==> src/rtl/reg_dump_scanner.sv <==
// Walks reg_sel over FIRST_REG..LAST_REG, samples reg_data and streams each word on valid/ready.
// Optional feature macro REGDUMP_CHKSUM_EN appends an XOR checksum word tagged out_idx 6'h20.
module reg_dump_scanner #(
    parameter int FIRST_REG = 0,
    parameter int LAST_REG  = 31,
    parameter int SETTLE    = 1
) (
    input  logic        clk,
    input  logic        rst,
    input  logic        start,
    input  logic        abort,
    output logic [4:0]  reg_sel,
    input  logic [31:0] reg_data,
    output logic        out_valid,
    input  logic        out_ready,
    output logic [31:0] out_data,
    output logic [5:0]  out_idx,
    output logic        out_last,
    output logic        busy,
    output logic        done
);

    if (FIRST_REG < 0 || LAST_REG > 31 || FIRST_REG > LAST_REG) begin : g_bad_range
        $error("reg_dump_scanner: require 0 <= FIRST_REG <= LAST_REG <= 31");
    end
    if (SETTLE < 1 || SETTLE > 15) begin : g_bad_settle
        $error("reg_dump_scanner: SETTLE must be 1..15");
    end

    localparam logic [4:0] FIRST_SEL = 5'(FIRST_REG);
    localparam logic [4:0] LAST_SEL  = 5'(LAST_REG);
    localparam logic [3:0] SETTLE_LD = 4'(SETTLE - 1);

`ifdef REGDUMP_CHKSUM_EN
    typedef enum logic [2:0] {IDLE, SEL, CAP, HOLD, CHK} state_t;
`else
    typedef enum logic [1:0] {IDLE, SEL, CAP, HOLD} state_t;
`endif

    state_t      state_q, state_d;
    logic [4:0]  reg_sel_q, reg_sel_d;
    logic [3:0]  cnt_q, cnt_d;
    logic        out_valid_q, out_valid_d;
    logic [31:0] out_data_q, out_data_d;
    logic [5:0]  out_idx_q, out_idx_d;
    logic        out_last_q, out_last_d;
    logic        busy_q, busy_d;
    logic        done_q, done_d;
`ifdef REGDUMP_CHKSUM_EN
    logic [31:0] chksum_q, chksum_d;
`endif

    always_comb begin
        state_d     = state_q;
        reg_sel_d   = reg_sel_q;
        cnt_d       = cnt_q;
        out_valid_d = out_valid_q;
        out_data_d  = out_data_q;
        out_idx_d   = out_idx_q;
        out_last_d  = out_last_q;
        done_d      = 1'b0;
`ifdef REGDUMP_CHKSUM_EN
        chksum_d    = chksum_q;
`endif
        // abort outranks start and any pending handshake; reg_sel is left where it was
        if (abort) begin
            state_d     = IDLE;
            out_valid_d = 1'b0;
            out_last_d  = 1'b0;
        end else begin
            case (state_q)
                IDLE: begin
                    if (start) begin
                        reg_sel_d = FIRST_SEL;
                        cnt_d     = SETTLE_LD;
`ifdef REGDUMP_CHKSUM_EN
                        chksum_d  = 32'd0;
`endif
                        state_d   = SEL;
                    end
                end
                SEL: begin
                    if (cnt_q == 4'd0) state_d = CAP;
                    else               cnt_d   = cnt_q - 4'd1;
                end
                CAP: begin
                    out_data_d  = reg_data;
                    out_idx_d   = {1'b0, reg_sel_q};
                    out_valid_d = 1'b1;
`ifdef REGDUMP_CHKSUM_EN
                    out_last_d  = 1'b0;
`else
                    out_last_d  = (reg_sel_q == LAST_SEL);
`endif
                    state_d     = HOLD;
                end
                HOLD: begin
                    if (out_ready) begin
                        out_valid_d = 1'b0;
`ifdef REGDUMP_CHKSUM_EN
                        chksum_d    = chksum_q ^ out_data_q;
`endif
                        if (reg_sel_q < LAST_SEL) begin
                            reg_sel_d = reg_sel_q + 5'd1;
                            cnt_d     = SETTLE_LD;
                            state_d   = SEL;
                        end else begin
`ifdef REGDUMP_CHKSUM_EN
                            state_d   = CHK;
`else
                            state_d   = IDLE;
                            done_d    = 1'b1;
`endif
                        end
                    end
                end
`ifdef REGDUMP_CHKSUM_EN
                // one idle cycle after the last register word keeps words non back-to-back
                CHK: begin
                    if (!out_valid_q) begin
                        out_data_d  = chksum_q;
                        out_idx_d   = 6'h20;
                        out_last_d  = 1'b1;
                        out_valid_d = 1'b1;
                    end else if (out_ready) begin
                        out_valid_d = 1'b0;
                        done_d      = 1'b1;
                        state_d     = IDLE;
                    end
                end
`endif
                default: state_d = IDLE;
            endcase
        end
        busy_d = (state_d != IDLE);
    end

    always_ff @(posedge clk or posedge rst) begin
        if (rst) begin
            state_q     <= IDLE;
            reg_sel_q   <= 5'd0;
            cnt_q       <= 4'd0;
            out_valid_q <= 1'b0;
            out_data_q  <= 32'd0;
            out_idx_q   <= 6'd0;
            out_last_q  <= 1'b0;
            busy_q      <= 1'b0;
            done_q      <= 1'b0;
`ifdef REGDUMP_CHKSUM_EN
            chksum_q    <= 32'd0;
`endif
        end else begin
            state_q     <= state_d;
            reg_sel_q   <= reg_sel_d;
            cnt_q       <= cnt_d;
            out_valid_q <= out_valid_d;
            out_data_q  <= out_data_d;
            out_idx_q   <= out_idx_d;
            out_last_q  <= out_last_d;
            busy_q      <= busy_d;
            done_q      <= done_d;
`ifdef REGDUMP_CHKSUM_EN
            chksum_q    <= chksum_d;
`endif
        end
    end

    assign reg_sel   = reg_sel_q;
    assign out_valid = out_valid_q;
    assign out_data  = out_data_q;
    assign out_idx   = out_idx_q;
    assign out_last  = out_last_q;
    assign busy      = busy_q;
    assign done      = done_q;

endmodule
==> config.mk <==
export PLATFORM = sky130hd
export DESIGN_NAME = reg_dump_scanner
export DESIGN_NICKNAME = d
export VERILOG_FILES = /design/src/rtl/reg_dump_scanner.sv
export SDC_FILE = /design/constraint.sdc
export NUM_CORES = 1
export LEC_CHECK = 0
export ABC_AREA = 1
export CAP_MARGIN = 20
export CORE_MARGIN = 5
export CORE_UTILIZATION = 45
export CTS_CLUSTER_SIZE = 8
export DETAILED_ROUTE_END_ITERATION = 16
export PLACE_DENSITY = 0.88
export SYNTH_ARGS = -nofsm -noshare
export SYNTH_HDL_FRONTEND = slang
export SYNTH_SLANG_ARGS = --single-unit
==> constraint.sdc <==
create_clock -name clk -period 1.6 [get_ports clk]
set_input_delay 0.16 -clock clk [delete_from_list [all_inputs] [get_ports clk]]
set_output_delay 0.16 -clock clk [all_outputs]
set_load 0.05 [all_outputs]
==> key figures, run 1 <==
Status
  – Status: complete, no violations

Power
  – Maximum VDD drop: 1.02 mV
  – Pwr Total: 6.88 mW
  – Leak Pwr: 1.78 nW
  – Cell Pwr Density: 2040 nW/um^2

Final layout
  – Most frequent cells in the layout: 52 x dfrtp_1, 49 x buf_4, 42 x nand2_1
  – Nets@finish: 345
  – Area growth syn-to-layout: 36.3%
  – Fraction of layout cells with a size suffix above 1: 34.7%
  – Core Util, Final: 62.1%
  – Diode count: 0
  – Commonest non-fill, non-tap cell in the layout: dfrtp_1

Routing
  – Pre-antenna DRT Iters: 4
  – DR DRC count: 0
  – Post-route antenna net violation count: 0
  – Final wirelength: 5270 um
  – Vias: 1750
  – Initial drt markers: 111
  – Vias per inst: 4.70
  – Wirelength per Cell: 14.2 um

Setup path
  – Highest-delay cell along the critical path: dfrtp_1
  – Crit-path max FO: 19
  – Cells along the critical path: inv_1, ha_1, nand2_2, buf_12, mux2_4
  – Critical path startpoint category: register
  – WP data arrival: 1710 ps
  – Data required time of the worst path: 1790 ps
  – Crit end category: register
  – CP Class: reg2reg
  – Crit path largest cell delay: 400 ps

Placed design
  – Detailed placement HPWL: 4040 um
  – RD Place Congestion: 0.894
  – PortBufs: 82

Clock tree
  – CTS Sinks: 52
  – Hold-fix buffers, CTS: 0
  – Clk_lat worst skew: 300 ps
  – Setup bufs post-CTS: 0
  – CTS Buffer Depth: 2
  – CTS H-tree lvls: 2
  – CTS buffer count: 5
  – CTS tree: built
  – CTS root buffer: clkbuf_8
  – Worst-path clk slew: 90 ps

Synthesis
  – Library cells used by synthesis: 24
  – Post-Syn Instances: 211
  – Synth Area per Inst: 11.7 um^2
  – YS warnings: 0
  – Syn Nets: 256
  – Biggest area consumer among synthesized cells: dfrtp_1
  – Top cells by area, synth: dfrtp_1 53%, mux2_4 21%, nand2_1 6.4%, ha_1 4.0%, inv_1 3.0%
  – Sequential share of the synthesized area: 52.5%
  – Post-synthesis register bit count: 52
  – Yosys top cell area share: 52.5%
  – Synth Cell Area: 2480 um^2

Timing
  – Ratio of final minimum period to clock period: 95.2%
  – Setup TNS: 0 ps
  – Final hold vios: 0
  – Final Setup Violations: 0
  – Worst hold slack: 233 ps
  – Final Max Tran Viols: 0
  – Minimum clock period: 1520 ps
  – Final Skew: 8.79 ps
  – Fmax: 657 MHz
  – RSZ-0062 raised after global routing: false

Floorplanning
  – Die Y: 84.2 um
  – IO Count: 84
  – Total core area: 5440 um^2
  – Die Wd: 84.2 um
  – Initial core utilization: 45.5%
  – Die Area: 7090 um^2
  – Site Rows: 27

GRT
  – Largest net degree at the start of global routing: 53
  – Initial antenna violation count: 0
  – GRT Total Usage: 15.7%
  – First-pass GRT wire length: 8850 um
  – Number of global-route vias before repair: 1797
  – GRT overflow: 0

Job
  – Max cap viols: 0

Min path
  – Hold crit path type: in2async
-- worst max-delay path, delay by kind of cell (launching register included) --
family,cells,cell delay (ps)
adders and majority gates,1,260
buffers and inverters,2,310
DFF,1,400
muxes,1,310
and+or+nand+nor,1,120
-- cell usage after synthesis --
master    instances
o21ai_1           5
buf_4             1
a21oi_1           2
nor2_1           13
mux2_4           35
nor3_1            1
buf_6             5
o21ai_0           5
o211ai_1          1
inv_1            20
nand3_2           2
ha_1              8
conb_1            1
dfrtp_1          52
nand4_1           2
nor2_2            1
or2_2             1
xnor2_1           1
nand2_4           1
a21boi_0          1
nand2_2           2
nand2_1          42
nand3_1           8
inv_2             1
-- final timing paths --
| check | startpoint | endpoint | slack, ps | depth (start not counted) |
|---|---|---|---|---|
| setup reg to reg | state_q[0] | out_data[15] | 80 | 5 |
| hold / removal | rst | out_data[20] | 230 | 3 |
| min in group clk | reg_data[9] | out_data[9] | 470 | 2 |
| setup / recovery | state_q[0] | out_data[15] | 80 | 5 |
| hold reg to reg | cnt_q[1] | cnt_q[1] | 500 | 2 |
| max in group asynchronous | rst | out_idx[2] | 1140 | 3 |
-- state kept, by name (all words and copies together), names as in the netlist, 2 cells and up --
signal    cells
state_q       2
out_idx       5
out_data     32
cnt_q         4
reg_sel       5
-- per-stage QoR --
| stage | area [um^2] | cells | worst slack, ps |
|---|---|---|---|
| 5_1_grt | 3380 | 372 | 3.28 |
| 6_report | 3380 | 372 | 77.2 |
| 3_3_place_gp | 3290 | 365 | 92.6 |
| 4_1_cts | 3370 | 372 | 71.3 |
| 3_5_place_dp | 3290 | 365 | 69.5 |
| 2_1_floorplan | 2480 | 211 | 46.3 |
-- area by class of cell --
type	instances	area, um^2
Sequential cell	52	1300
Inverter	21	78.8
Multi-Input combinational cell	132	1040
Clock inverter	2	12.5
Clock buffer	5	68.8
Timing Repair Buffer	88	788
Fill cell	440	2060
Tap cell	72	90.1
-- power breakdown --
part	switching (mW)	internal [mW]
sequential	0.323	1.83
combinational	2.47	1.55
clock	0.410	0.297
-- cells by family (layout without fill, tap and decap cells) --
kind of cell	count (synthesis)	count (layout)	synth area share, %
AND/OR/NAND/NOR	73	73	12.9
adder cells (fa/ha/maj)	8	8	4.04
XOR/XNOR	1	1	0.354
AO/OA/AOI/OAI	14	14	3.03
multiplexers	35	35	21.2
other	1	1	0.151
buffers and inverters	27	116	5.76
flip-flops	52	52	52.5
-- metal layers --
| layer | routed length [um] | GRT usage (%) |
|---|---|---|
| met2 | 2580 | 26.5 |
| met4 | 41 | 3.51 |
| met5 | 0 | 0 |
| met1 | 2290 | 20.2 |
| met3 | 350 | 4.02 |
-- what timing repair did --
item	4_1_cts	5_1_grt
hold endpoints to repair	0	0
gates resized for setup	0	1
setup endpoints to repair	0	4
Power figures use the tool's default switching activity.
==> run 2: changes to the inputs <==
--- a/config.mk
+++ b/config.mk
@@ -9,6 +9,7 @@
 export CAP_MARGIN = 20
 export CORE_MARGIN = 5
 export CORE_UTILIZATION = 45
+export CTS_CLUSTER_DIAMETER = 60
 export CTS_CLUSTER_SIZE = 8
 export DETAILED_ROUTE_END_ITERATION = 16
 export PLACE_DENSITY = 0.88
==> results of run 2 <==
No change in the layout: final DEF, timing and power equal those of run 1.
